[src/rtl/router_1x3.sv]
// 1x3 byte-serial packet router: header-addressed steering into three FIFOs with parity check.
// Read data appears 1 cycle after read_enb; busy stalls the source on a full/occupied target FIFO and for the check cycle.

module router_1x3_fifo #(
  parameter int DEPTH   = 16,
  parameter int TIMEOUT = 30
) (
  input  logic       clk,
  input  logic       reset,
  input  logic       wr,
  input  logic [7:0] wr_data,
  input  logic       rd,
  output logic [7:0] rd_data,
  output logic       empty,
  output logic       full
);
  localparam int AW = $clog2(DEPTH);
  localparam int TW = $clog2(TIMEOUT + 1);
  localparam logic [AW:0]   FULL_CNT = (AW + 1)'(DEPTH);
  localparam logic [TW-1:0] IDLE_MAX = TW'(TIMEOUT);

  logic [7:0]    mem [DEPTH];
  logic [AW-1:0] wptr, rptr;
  logic [AW:0]   count;
  logic [TW-1:0] idle;
  logic          flush, do_wr, do_rd;

  assign empty = (count == '0);
  assign full  = (count == FULL_CNT);
  assign flush = (idle == IDLE_MAX);
  // A flush wins over a write arriving on the same edge; that byte is dropped.
  assign do_wr = wr & ~flush & ~full;
  assign do_rd = rd & ~empty;

  always_ff @(posedge clk) begin
    if (do_wr) mem[wptr] <= wr_data;
  end

  always_ff @(posedge clk or negedge reset) begin
    if (!reset) begin
      wptr    <= '0;
      rptr    <= '0;
      count   <= '0;
      rd_data <= '0;
      idle    <= '0;
    end else if (flush) begin
      wptr    <= '0;
      rptr    <= '0;
      count   <= '0;
      rd_data <= '0;
      idle    <= '0;
    end else begin
      if (do_wr) wptr <= wptr + 1'b1;
      if (do_rd) begin
        rptr    <= rptr + 1'b1;
        rd_data <= mem[rptr];
      end
      case ({do_wr, do_rd})
        2'b10:   count <= count + 1'b1;
        2'b01:   count <= count - 1'b1;
        default: count <= count;
      endcase
      if (empty || rd) idle <= '0;
      else             idle <= idle + 1'b1;
    end
  end
endmodule

module router_1x3 #(
  parameter int FIFO_DEPTH = 16,
  parameter int TIMEOUT    = 30
) (
  input  logic       clk,
  input  logic       reset,
  input  logic       pkt_valid,
  input  logic [7:0] data_in,
  input  logic       read_enb_0,
  input  logic       read_enb_1,
  input  logic       read_enb_2,
  output logic [7:0] data_out_0,
  output logic [7:0] data_out_1,
  output logic [7:0] data_out_2,
  output logic       valid_out_0,
  output logic       valid_out_1,
  output logic       valid_out_2,
  output logic       busy,
  output logic       error
);
  typedef enum logic [1:0] {DECODE, LOAD, DROP, CHECK} state_t;

  state_t     state, next_state;
  logic [1:0] addr, wr_sel;
  logic       wr_en;
  logic [7:0] parity, rx_parity;
  logic [2:0] wr, rd, empty, full;
  logic [3:0] empty_x, full_x;
  logic [7:0] rd_data [3];

  assign rd      = {read_enb_2, read_enb_1, read_enb_0};
  // Address 3 has no FIFO; pad so it can be indexed safely.
  assign empty_x = {1'b1, empty};
  assign full_x  = {1'b0, full};

  always_comb begin
    next_state = state;
    busy       = 1'b0;
    wr_en      = 1'b0;
    wr_sel     = addr;
    case (state)
      DECODE: begin
        if (pkt_valid) begin
          if (data_in[1:0] == 2'd3) begin
            next_state = DROP;
          end else begin
            wr_sel = data_in[1:0];
            if (!empty_x[wr_sel]) begin
              busy = 1'b1;
            end else begin
              wr_en      = 1'b1;
              next_state = LOAD;
            end
          end
        end
      end
      LOAD: begin
        if (full_x[addr]) begin
          busy = 1'b1;
        end else begin
          wr_en = 1'b1;
          if (!pkt_valid) next_state = CHECK;
        end
      end
      DROP: begin
        if (!pkt_valid) next_state = DECODE;
      end
      CHECK: begin
        busy       = 1'b1;
        next_state = DECODE;
      end
      default: next_state = DECODE;
    endcase
  end

  assign wr = wr_en ? (3'b001 << wr_sel) : 3'b000;

  always_ff @(posedge clk or negedge reset) begin
    if (!reset) begin
      state     <= DECODE;
      addr      <= '0;
      parity    <= '0;
      rx_parity <= '0;
      error     <= 1'b0;
    end else begin
      state <= next_state;
      if (wr_en && state == DECODE) begin
        addr   <= wr_sel;
        parity <= data_in;
      end
      if (wr_en && state == LOAD) begin
        if (pkt_valid) parity    <= parity ^ data_in;
        else           rx_parity <= data_in;
      end
      if (state == CHECK) error <= (parity != rx_parity);
    end
  end

  for (genvar i = 0; i < 3; i++) begin : g_fifo
    router_1x3_fifo #(
      .DEPTH   (FIFO_DEPTH),
      .TIMEOUT (TIMEOUT)
    ) u_fifo (
      .clk     (clk),
      .reset   (reset),
      .wr      (wr[i]),
      .wr_data (data_in),
      .rd      (rd[i]),
      .rd_data (rd_data[i]),
      .empty   (empty[i]),
      .full    (full[i])
    );
  end

  assign data_out_0  = rd_data[0];
  assign data_out_1  = rd_data[1];
  assign data_out_2  = rd_data[2];
  assign valid_out_0 = ~empty[0];
  assign valid_out_1 = ~empty[1];
  assign valid_out_2 = ~empty[2];
endmodule

[config.mk]
export PLATFORM = sky130hd
export DESIGN_NAME = router_1x3
export DESIGN_NICKNAME = d
export VERILOG_FILES = /design/src/rtl/router_1x3.sv
export SDC_FILE = /design/constraint.sdc
export NUM_CORES = 1
export LEC_CHECK = 0
export BUFFER_PORTS_ARGS = -buffer_cell sky130_fd_sc_hd__buf_2
export CAP_MARGIN = 10
export CORE_MARGIN = 2
export CORE_UTILIZATION = 62
export CTS_CLUSTER_DIAMETER = 150
export DETAILED_ROUTE_END_ITERATION = 7
export PLACE_DENSITY_LB_ADDON = 0.3
export SLEW_MARGIN = 25
export SYNTH_ARGS = -nofsm -noshare
export SYNTH_HDL_FRONTEND = slang
export SYNTH_SLANG_ARGS = --single-unit
[constraint.sdc]
create_clock -name clk -period 5.11 [get_ports clk]
set_clock_uncertainty 0.05 [all_clocks]
set_input_delay 0.7665 -clock clk [delete_from_list [all_inputs] [get_ports clk]]
set_output_delay 0.7665 -clock clk [all_outputs]
set_load 0.01 [all_outputs]
Yosys cells after proc, flatten, opt, wreduce, memory -nomap -nowiden. Memory sizes are Yosys's and may differ from the RTL's. Index checks and enable logic that the tools add are counted.

Reductions and logical operators: 20. $lt $le $gt $ge: 2. Equality and inequality tests: 22. Shift-type cells: 1. Bitwise logic cells: 20. Add/sub/neg operators: 15. Muxes and demuxes: 64.

Operator list (number): $mux W8 (9); $mux W4 (12); $mux W5 (9); $add A5 B1 Y5 const B (6); $eq A5 B5 Y1 const B (6); $pmux W5 S2 (3); $add A4 B1 Y4 const B (6); $mux W2 (9); $mux W1 (16); $logic_not A5 Y1 (3); $sub A5 B1 Y5 const B (3); $eq A2 B2 Y1 const B (6); $reduce_bool A2 Y1 (6); $not A1 Y1 (10); $and A1 B1 Y1 (9); $reduce_bool A3 Y1 (3); $eq A2 B1 Y1 const B (4); $ne A2 B2 Y1 const B (4); $ne A8 B8 Y1 (1); $pmux W2 S4 (1); $xor A8 B8 Y8 (1); $lt A2 B3 Y1 const B (2); $reduce_and A5 Y1 (1); $bmux W1 S2 (2); 9 further kinds (12).

Output and inout port bits: 29. Memory bits (writable): 384. Logic and storage cells: 167. Bits of input ports: 14. Flip-flop bits (word level): 99. Memories kept: 3.

Memory list: g_fifo[0].u_fifo.mem (words 16, width 8, read ports 1, clocked after Yosys merged registers in 0, wr ports 1, RTL line 22) `logic [7:0] mem [DEPTH];`; g_fifo[1].u_fifo.mem (words 16, width 8, read ports 1, clocked after Yosys merged registers in 0, wr ports 1, RTL line 22); g_fifo[2].u_fifo.mem (words 16, width 8, read ports 1, clocked after Yosys merged registers in 0, wr ports 1, RTL line 22).

Logic depth before layout (Yosys ltp). Gate-level depths: netlist of run 1.

Word-level depth: 13. Gate-level depth with buffers: 18. Depth with buffers taken out: 15.

Cells and area by module. Synthesis of run 1 repeated with hierarchy kept, for this count alone.

Cells, all modules: 1229. Area total of the unflattened synthesis: 20347.0 um^2.

Modules (own cells, without submodules): router_1x3_fifo (g_fifo[1].u_fifo ...) (sequential area each 4494.3 um^2, instances 2, area an instance 6393.6 um^2, cells each 373); router_1x3_fifo (g_fifo[0].u_fifo) (sequential area each 4494.3 um^2, instances 1, area an instance 6358.6 um^2, cells each 365); router_1x3 (sequential area each 525.5 um^2, instances 1, area an instance 1201.2 um^2, cells each 118).

Least setup slack after synthesis of run 1. Ideal clock, no wire load.

Path type: input-to-reg. From: in data_in[1]. To: reg g_fifo[0].u_fifo.count[4]. Path slack: 1.122 ns. Arrival time: 3.806 ns. Required time: 4.928 ns. Library setup time: 0.132 ns. Path buffers: 2. Stages on the path: 15. Cells stage by stage: or4b_4 > nor4b_4 > a21oi_2 > a211oi_4 > buf_4 > inv_1 > ha_1 > clkbuf_1 > xor2_1 > ha_1 > a21bo_2 > a211oi_1 > o221ai_1 > xnor2_1 > nor2_1.

Word-level cells in the longest chain between the ends: 12. Elaborated cells on any way between the ends: 19. Classes of those cells: 3 x eq/ne; 1 x shift; 12 x mux; 2 x bitwise; 1 x reduce/logical.

Ends and longest elaborated chain: start: declaration (RTL line 76) `input logic [7:0] data_in,`; $bmux W1 S2 (RTL line 116) `if (!empty_x[wr_sel]) begin`; $mux W1 (implied by the code) (RTL line 116); $mux W1 (RTL line 116); $mux W1 (RTL line 112) `if (data_in[1:0] == 2'd3) begin`; $mux W1 (RTL line 111) `if (pkt_valid) begin`; $pmux W1 S2 (RTL line 109) `case (state)`; $mux W3 * (RTL line 144) `assign wr = wr_en ? (3'b001 << wr_sel) : 3'b000;`; $and A1 B1 Y1 * (2 in a row) (RTL line 32) `assign do_wr = wr & ~flush & ~full;`; $eq A2 B1 Y1 / $eq A2 B2 Y1 (equally long branches) (RTL line 58) `case ({do_wr, do_rd})`; $pmux W5 S2 (RTL line 58); $mux W5 (RTL line 46) `end else if (flush) begin`; end signal: assignment (RTL line 59) `2'b10: count <= count + 1'b1;`; end signal: assignment (RTL line 60) `2'b01: count <= count - 1'b1;`; end signal: assignment (RTL line 61) `default: count <= count;`; end: declaration (RTL line 24) `logic [AW:0] count;`.

Every way passes the cells marked *; elsewhere a longest branch is shown, timed or not. The select of a mux whose other input is x is not followed. A chain may end at the register's enable or synchronous reset.

Worst setup path in the final report of run 1.
From: reg state[1]. To: reg g_fifo[0].u_fifo.count[4].

Word-level cells in the longest chain between the ends: 9. Elaborated cells on any way between the ends: 13. Classes of those cells: 3 x eq/ne; 1 x shift; 5 x mux; 2 x bitwise; 2 x reduce/logical.

Ends and longest elaborated chain: start: declaration (RTL line 91) `state_t state, next_state;`; start signal: assignment (RTL line 154) `state <= next_state;`; $logic_not A2 Y1 (RTL line 109); $mux W2 (RTL line 109); $shl A1 B2 Y3 (RTL line 144); $mux W3 * (RTL line 144); $and A1 B1 Y1 * (2 in a row) (RTL line 32); $eq A2 B1 Y1 / $eq A2 B2 Y1 (equally long branches) (RTL line 58); $pmux W5 S2 (RTL line 58); $mux W5 (RTL line 46).

Every way passes the cells marked *; elsewhere a longest branch is shown, timed or not.

==> results of run 1 <==
## area by class of cell
cell class                      count  area [um^2]
Clock inverter                     28          244
Fill cell                        2116         9910
Sequential cell                   483        14000
Inverter                           28          105
Tap cell                          442          553
Timing Repair Buffer               61          369
Multi-Input combinational cell    591         5970
Clock buffer                       60         1290
## state kept, by name, summed over array words and instances (netlist names)
name and flops:
g_fifo.u_fifo.mem 384, g_fifo.u_fifo.rd_data 24, g_fifo.u_fifo.count 15, g_fifo.u_fifo.idle 15
g_fifo.u_fifo.rptr 12, g_fifo.u_fifo.wptr 12, parity 8, rx_parity 8
addr 2, state 2, error 1
## through the flow
step / instances / area, um^2 / hold slack, ns / utilization [%] / power [mW]
2_1_floorplan: 1165 / 20400 / 0.404 / - / 7.69
5_1_grt: 1693 / 22500 / 0.232 / 69.5 / 12.5
4_1_cts: 1693 / 22500 / 0.329 / 69.4 / 12.0
6_report: 1693 / 22500 / 0.184 / 69.5 / 11.9
3_5_place_dp: 1605 / 21000 / 0.428 / 64.7 / 8.55
3_3_place_gp: 1605 / 21000 / 0.418 / 64.7 / 8.46
## power groups by stage
stage          logic (mW)  registers [mW]  clock network, mW
2_1_floorplan        2.70            4.99                  0
3_3_place_gp         3.06            5.40                  0
3_5_place_dp         3.13            5.42                  0
4_1_cts              3.17            5.34               3.47
5_1_grt              3.43            5.43               3.62
6_report             3.14            5.34               3.43
## per-layer routing
| metal | GRT usage, % | share of wire (%) |
|---|---|---|
| met3 | 3.30 | 6.2 |
| met5 | 0 | 0 |
| met2 | 41.4 | 50 |
| met1 | 35.7 | 42 |
| met4 | 5.30 | 1.4 |
## synth_stat cells, types with 7 or more instances
cell type / instances / area share (%)
a21boi_0: 10 / 0.37
and4_1: 10 / 0.43
nand2b_1: 8 / 0.25
ha_1: 33 / 2.0
o21ai_0: 11 / 0.27
nand4_1: 9 / 0.28
a21oi_1: 47 / 1.2
mux4_2: 119 / 13
edfxtp_1: 384 / 57
and4b_1: 13 / 0.64
nand2_1: 91 / 1.7
mux2_2: 8 / 0.44
xnor2_1: 10 / 0.43
mux2i_1: 14 / 0.69
dfrtp_1: 99 / 12
xor2_1: 28 / 1.2
nand3_1: 22 / 0.54
o221a_2: 7 / 0.39
buf_1: 8 / 0.15
and3_1: 12 / 0.37
inv_1: 25 / 0.46
clkbuf_1: 41 / 0.76
nor3_1: 7 / 0.17
nor2_1: 49 / 0.90
buf_2: 10 / 0.25
## worst max path at each step
stage,startpoint,end
after floorplan,data_in[1],g_fifo[0].u_fifo.count[4]
after global placement,data_in[1],g_fifo[0].u_fifo.count[4]
after detailed placement,data_in[1],g_fifo[0].u_fifo.count[4]
after CTS,state[1],g_fifo[0].u_fifo.count[4]
after global routing,g_fifo[2].u_fifo.count[2],g_fifo[0].u_fifo.count[4]
final,state[1],g_fifo[0].u_fifo.count[4]
## cell families after synthesis
logic type | after synthesis | share of synthesized area (%)
xor gates and xnor gates | 38 | 1.63
muxes | 143 | 14.4
and+or+nand+nor | 266 | 7.33
AOI/OAI and AO/OA | 111 | 3.93
adders and majority gates | 33 | 2.03
buffers and inverters | 91 | 1.87
DFF | 483 | 68.8
## worst max-delay path: cells and delay by family, from the launching register on
family,cells,cell delay [ns]
simple gates,3,1.01
fa+ha+maj,2,0.53
buf+inv,1,0.13
compound gates,5,1.39
flops,1,0.48
xor+xnor,2,0.34
==> summary.md, run 1 <==
| Metric | Value |
|---|---|
| Share of layout cells above drive strength 1 | `23.9%` |
| CTS resizes | `0` |
| CTS H-tree depth | `2` |
| Worst skew pair latency | `roughly 0.55 ns` |
| Max Fclk | `~240 MHz` |
| Max_slew headroom | `a little under a third` |
| Crit end category | `flip-flop` |
| Final Max Tran Viols | `0` |
| CTS buffer count | `between 40 and 50` |
| Initial antenna violation count | `0` |
| CTS Hold Bufs | `0` |
| Asr flop ratio synth | `between 20% and 30%` |
| Antenna diodes | `0` |
| Setup TNS | `0 ns` |
| Tcrit/Tclk final | `80.0%` |
| CTS Sinks | `about 480` |
| Final min period | `between 4 and 5 ns` |
| Net Switching | `between 3 and 4 mW` |
| CTS clock-pin slew for the worst setup and hold paths | `approximately 0.060 ns` |
| Setup-failing EPs final | `0` |
| Worst-path cell chain | `or4b_4 > nor4b_4 > a21oi_2 > a211oi_4 > inv_1 > ha_1 > xor2_1 > ha_1 > a21bo_2 > a211oi_1 > o221ai_1 > xnor2_1 > nor2_1` |
| Initial cell density of the core | `62.7%` |
| Sw frac | `a little under a third` |
| Internal power | `between 8 and 9 mW` |
| Die height | `~190 um` |
| RR Endpoint | `g_fifo[0].u_fifo.count[4]` |
| Vias in the first global route | `between 10,000 and 15,000` |
| Comb pwr share | `between 20% and 30%` |
| Worst Slack Setup Final | `approximately 1 ns` |
| GP Congestion | `roughly 0.81` |
| Vias/cell | `between 6 and 7` |
| Seq/Total Area, Yosys | `slightly below 70%` |
| Core area | `approximately 32,000 um^2` |
| Die ar. | `between 30,000 and 40,000 um^2` |
| Cell Area, Synth | `about 20,000 um^2` |
| Worst path max stage delay | `0.60 ns` |
| Setup Buffers After CTS | `0` |
| Synth warn | `0` |
| FP Rows | `66` |
| Critical Path Start Type | `flip-flop` |
| PD cells | `528 nW/um^2` |
| Largest net degree at the start of global routing | `69` |
| Most frequent cells in the layout | `384 x edfxtp_1, 119 x mux4_2, 94 x dfrtp_1, 91 x nand2_1, 50 x clkbuf_16` |
| Post-Syn Nets | `about 1,200` |
| Worst-path maximum fanout | `14` |
| Run status | `completed` |
| Max-Cap Viols | `0` |
| Clk pwr share | `28.8%` |
| Final WL | `between 40,000 and 50,000 um` |
| Global-route wire length before repair | `around 63,000 um` |
| Die Width | `approximately 190 um` |
| CP dominant cell by count | `ha_1` |
| HP Class | `in2async` |
| Drt pass-1 iters | `7` |
| Post-synth EDFFs | `384` |
| CP arrival | `4.44 ns` |
| R2R Setup Slk | `~1.0 ns` |
| Routed WL per cell | `around 24 um` |
| IO buf count | `42` |
| Syn Inst Count | `roughly 1,200` |
| Boundary Pins | `43` |
| Post-synth top flop | `edfxtp_1` |
| CTS tree | `yes` |
| Worst-Margin Slew | `approximately 1.0 ns` |
| Critical path class | `reg2reg` |
| Max clock buf depth | `3` |
| Register bit total from synthesis | `slightly below 500` |
| Vias | `10,500` |
| Worst path required time | `about 5.5 ns` |
| Fraction of power consumed by sequential logic | `about 45%` |
| R2R cell count | `13` |
| GRT Total Usage | `roughly a quarter` |
| Root buffer cell | `clkbuf_16` |
| Reg-to-reg startpoint | `state[1]` |
| Worst path slowest cell | `or4b_4` |
| DRC viols | `0` |
| Initial DRC count | `between 1,000 and 1,500` |
| Leakage dissipation | `7.92 nW` |
| Unique masters post-synth | `~70` |
| Place WS | `~0.62 ns` |
| Most common cell after layout, fill and taps aside | `edfxtp_1` |
| Layout Nets | `about 1,300` |
| VDD IR max | `~0.44 mV` |
| Area Overhead vs Synth | `10.7%` |
| Remaining global-route overflow | `0` |
| Final hold vios | `0` |
| Mean post-synth cell area | `~17 um^2` |
| RSZ-0062 raised after global routing | `no` |
| Remaining antenna violation count after routing | `0` |
| Hpwl dp | `24,200 um` |
Power figures use the tool's default switching activity.
==> inputs of run 2 (changes only) <==
clock period = 4.2 ns   (was 5.11 ns; I/O delays follow)
==> summary.md, run 2 (synthesis results as in run 1) <==
| Metric | Value |
|---|---|
| Antenna diodes | `0 (unchanged)` |
| Final min period | `3.77 ns (-0.312 ns)` |
| Worst-Margin Slew | `1.05 ns (+0.0210 ns)` |
| Final WL | `41,300 um (+1.9%)` |
| Critical path class | `reg2reg` |
| Tcrit/Tclk final | `89.9% (+9.9 points)` |
| PD cells | `642 nW/um^2 (+22%)` |
| Max-Cap Viols | `0 (unchanged)` |
| Final Cell Area | `22,700 um^2 (+0.55%)` |
| IO buf count | `42 (unchanged)` |
| Setup Buffers After CTS | `0 (unchanged)` |
| CTS tree | `yes` |
| CTS buffer count | `48 (unchanged)` |
| Worst path required time | `4.59 ns (-0.87 ns)` |
| Run status | `completed` |
| Remaining global-route overflow | `0 (unchanged)` |
| Fraction of power consumed by sequential logic | `44.7% (-0.2 points)` |
| Area Overhead vs Synth | `11.3%` |
| Initial antenna violation count | `0 (unchanged)` |
| Most frequent cells in the layout | `384 x edfxtp_1, 119 x mux4_2, 94 x dfrtp_1, 91 x nand2_1, 49 x nor2_1` |
| Setup-failing EPs final | `0 (unchanged)` |
| Largest net degree at the start of global routing | `59 (-14%)` |
| CTS clock-pin slew for the worst setup and hold paths | `0.06 ns (about the same)` |
| Max_slew headroom | `30.3% (-1.1 points)` |
| HP Class | `in2async` |
| Die ar. | `34,300 um^2 (unchanged)` |
| GRT Total Usage | `25.0% (+0.19 points)` |
| DP Area | `21,100 um^2 (+0.54%)` |
| Most common cell after layout, fill and taps aside | `edfxtp_1` |
| Max FFs per register | `384 (unchanged)` |
| Clk pwr share | `28.6% (-0.2 points)` |
| Core area | `32,500 um^2 (unchanged)` |
| Drt pass-1 iters | `5 (-2)` |
| Leakage dissipation | `7.99 nW (+0.93%)` |
| Global-route wire length before repair | `63,500 um (+0.44%)` |
| RSZ-0062 raised after global routing | `no` |
| Top Registers | `g_fifo.u_fifo.mem x384, g_fifo.u_fifo.rd_data x24` |
| Vias | `10,700 (+1.5%)` |
| CTS Sinks | `483 (unchanged)` |
| Internal power | `10.1 mW (+22%)` |
| Final hold vios | `0 (unchanged)` |
| Sw frac | `30.5% (+0.28 points)` |
| Setup TNS | `0 ns (unchanged)` |
| Die Width | `185 um (unchanged)` |
| CP arrival | `4.16 ns (-0.28 ns)` |
| Vias/cell | `6.25 (+0.49%)` |
| Share of layout cells above drive strength 1 | `25.0% (+1.1 points)` |
| Max Fclk | `265 MHz (+8.3%)` |
| Vias in the first global route | `10,700 (+1.5%)` |
| Comb pwr share | `26.7% (+0.4 points)` |
| Layout Nets | `1,275 (+1.2%)` |
| Net Switching | `4.44 mW (+23%)` |
| Total power | `14.6 mW (+22%)` |
| FP Rows | `66 (unchanged)` |
| Final Max Tran Viols | `0 (unchanged)` |
| CTS H-tree depth | `2 (unchanged)` |
| DRC viols | `0 (unchanged)` |
| Multi-input logic area | `5980 um^2 (+0.10%)` |
| Register area | `14,000 um^2 (unchanged)` |
| Root buffer cell | `clkbuf_16` |
| VDD IR max | `0.526 mV (+18%)` |
| Die height | `185 um (unchanged)` |
| Routed WL per cell | `24.2 um (+0.85%)` |
| Initial DRC count | `1,034 (-1.1%)` |
| Hpwl dp | `25,100 um (+3.7%)` |
| Top reg by flops | `g_fifo.u_fifo.mem` |
| Critical Path Start Type | `flip-flop` |
| Crit end category | `flip-flop` |
| GP Congestion | `0.841 (+3.6%)` |
| Worst skew pair latency | `0.57 ns (+0.02 ns)` |
| FILL cells | `2,031 (-4.0%)` |
| Remaining antenna violation count after routing | `0 (unchanged)` |
| Max clock buf depth | `3 (unchanged)` |
| Initial cell density of the core | `62.7% (unchanged)` |
| R2R Setup Slk | `0.43 ns (-0.60 ns)` |
| Boundary Pins | `43 (unchanged)` |
| CTS Hold Bufs | `0 (unchanged)` |
| Worst-path maximum fanout | `9 (-5)` |
run 2: power groups by stage:
stage | logic [mW] | clock network (mW) | registers [mW]
after CTS | 3.91 | 4.23 | 6.51
after detailed placement | 3.88 | 0 | 6.59
final | 3.88 | 4.17 | 6.51
after global routing | 4.25 | 4.41 | 6.62
after floorplan | 3.29 | 0 | 6.07
after global placement | 3.76 | 0 | 6.57
run 2: repair_timing:
action / CTS / global route
hold endpoints to repair: 0 / 0
setup endpoints to repair: 0 / 1
gates resized for setup: 0 / 1
run 2: path summary, 6_finish.rpt:
| path | endpoint | startpoint | cells past startpoint |
|---|---|---|---|
| worst min-delay path | g_fifo[0].u_fifo.rd_data[6] | reset | 1 |
| worst max-delay path | g_fifo[2].u_fifo.count[4] | state[1] | 13 |
| max in group asynchronous | g_fifo[2].u_fifo.rptr[0] | reset | 2 |
| worst min register to register | g_fifo[0].u_fifo.idle[0] | g_fifo[0].u_fifo.idle[0] | 1 |
| min in group clk | state[1] | pkt_valid | 3 |
| worst max register to register | g_fifo[2].u_fifo.count[4] | state[1] | 13 |
run 2: cell type report:
| cell class | count | share of cell area, % |
|---|---|---|
| timing repair buffer | 76 | 2.10 |
| clock buffer | 64 | 5.65 |
| multi-input combinational | 591 | 26.4 |
| tap | 442 | 2.44 |
| inverter | 28 | 0.464 |
| clock inverter | 26 | 1.16 |
| sequential | 483 | 61.8 |
run 2: worst max-delay path, cell delays in order (launching register included):
cell,delay [ns]
dfrtp_1,0.48
or4b_4,0.61
nor4b_4,0.35
a21oi_2,0.17
a21oi_4,0.27
inv_2,0.06
ha_1,0.32
xor2_1,0.20
ha_1,0.19
a21boi_0,0.29
o211ai_1,0.12
a311oi_1,0.33
xor2_1,0.17
nor2_1,0.05
run 2: metal layers:
layer,global-route usage [%],vias to the layer above,share of wire [%]
met5,0,-,0
li1,-,4723,-
met2,41.4,383,50
met4,6.32,0,1.8
met1,35.6,5522,42
met3,3.64,53,6.0
run 2: stage by stage:
step	setup WS (ns)	instances	hold slack, ns	util (%)
4_1_cts	0.490	1710	0.128	69.8
3_3_place_gp	0.305	1620	0.421	65.1
6_report	0.425	1710	0.117	69.9
3_5_place_dp	0.200	1620	0.429	65.1
5_1_grt	0.149	1710	0.162	69.9
2_1_floorplan	0.349	1165	0.284	-
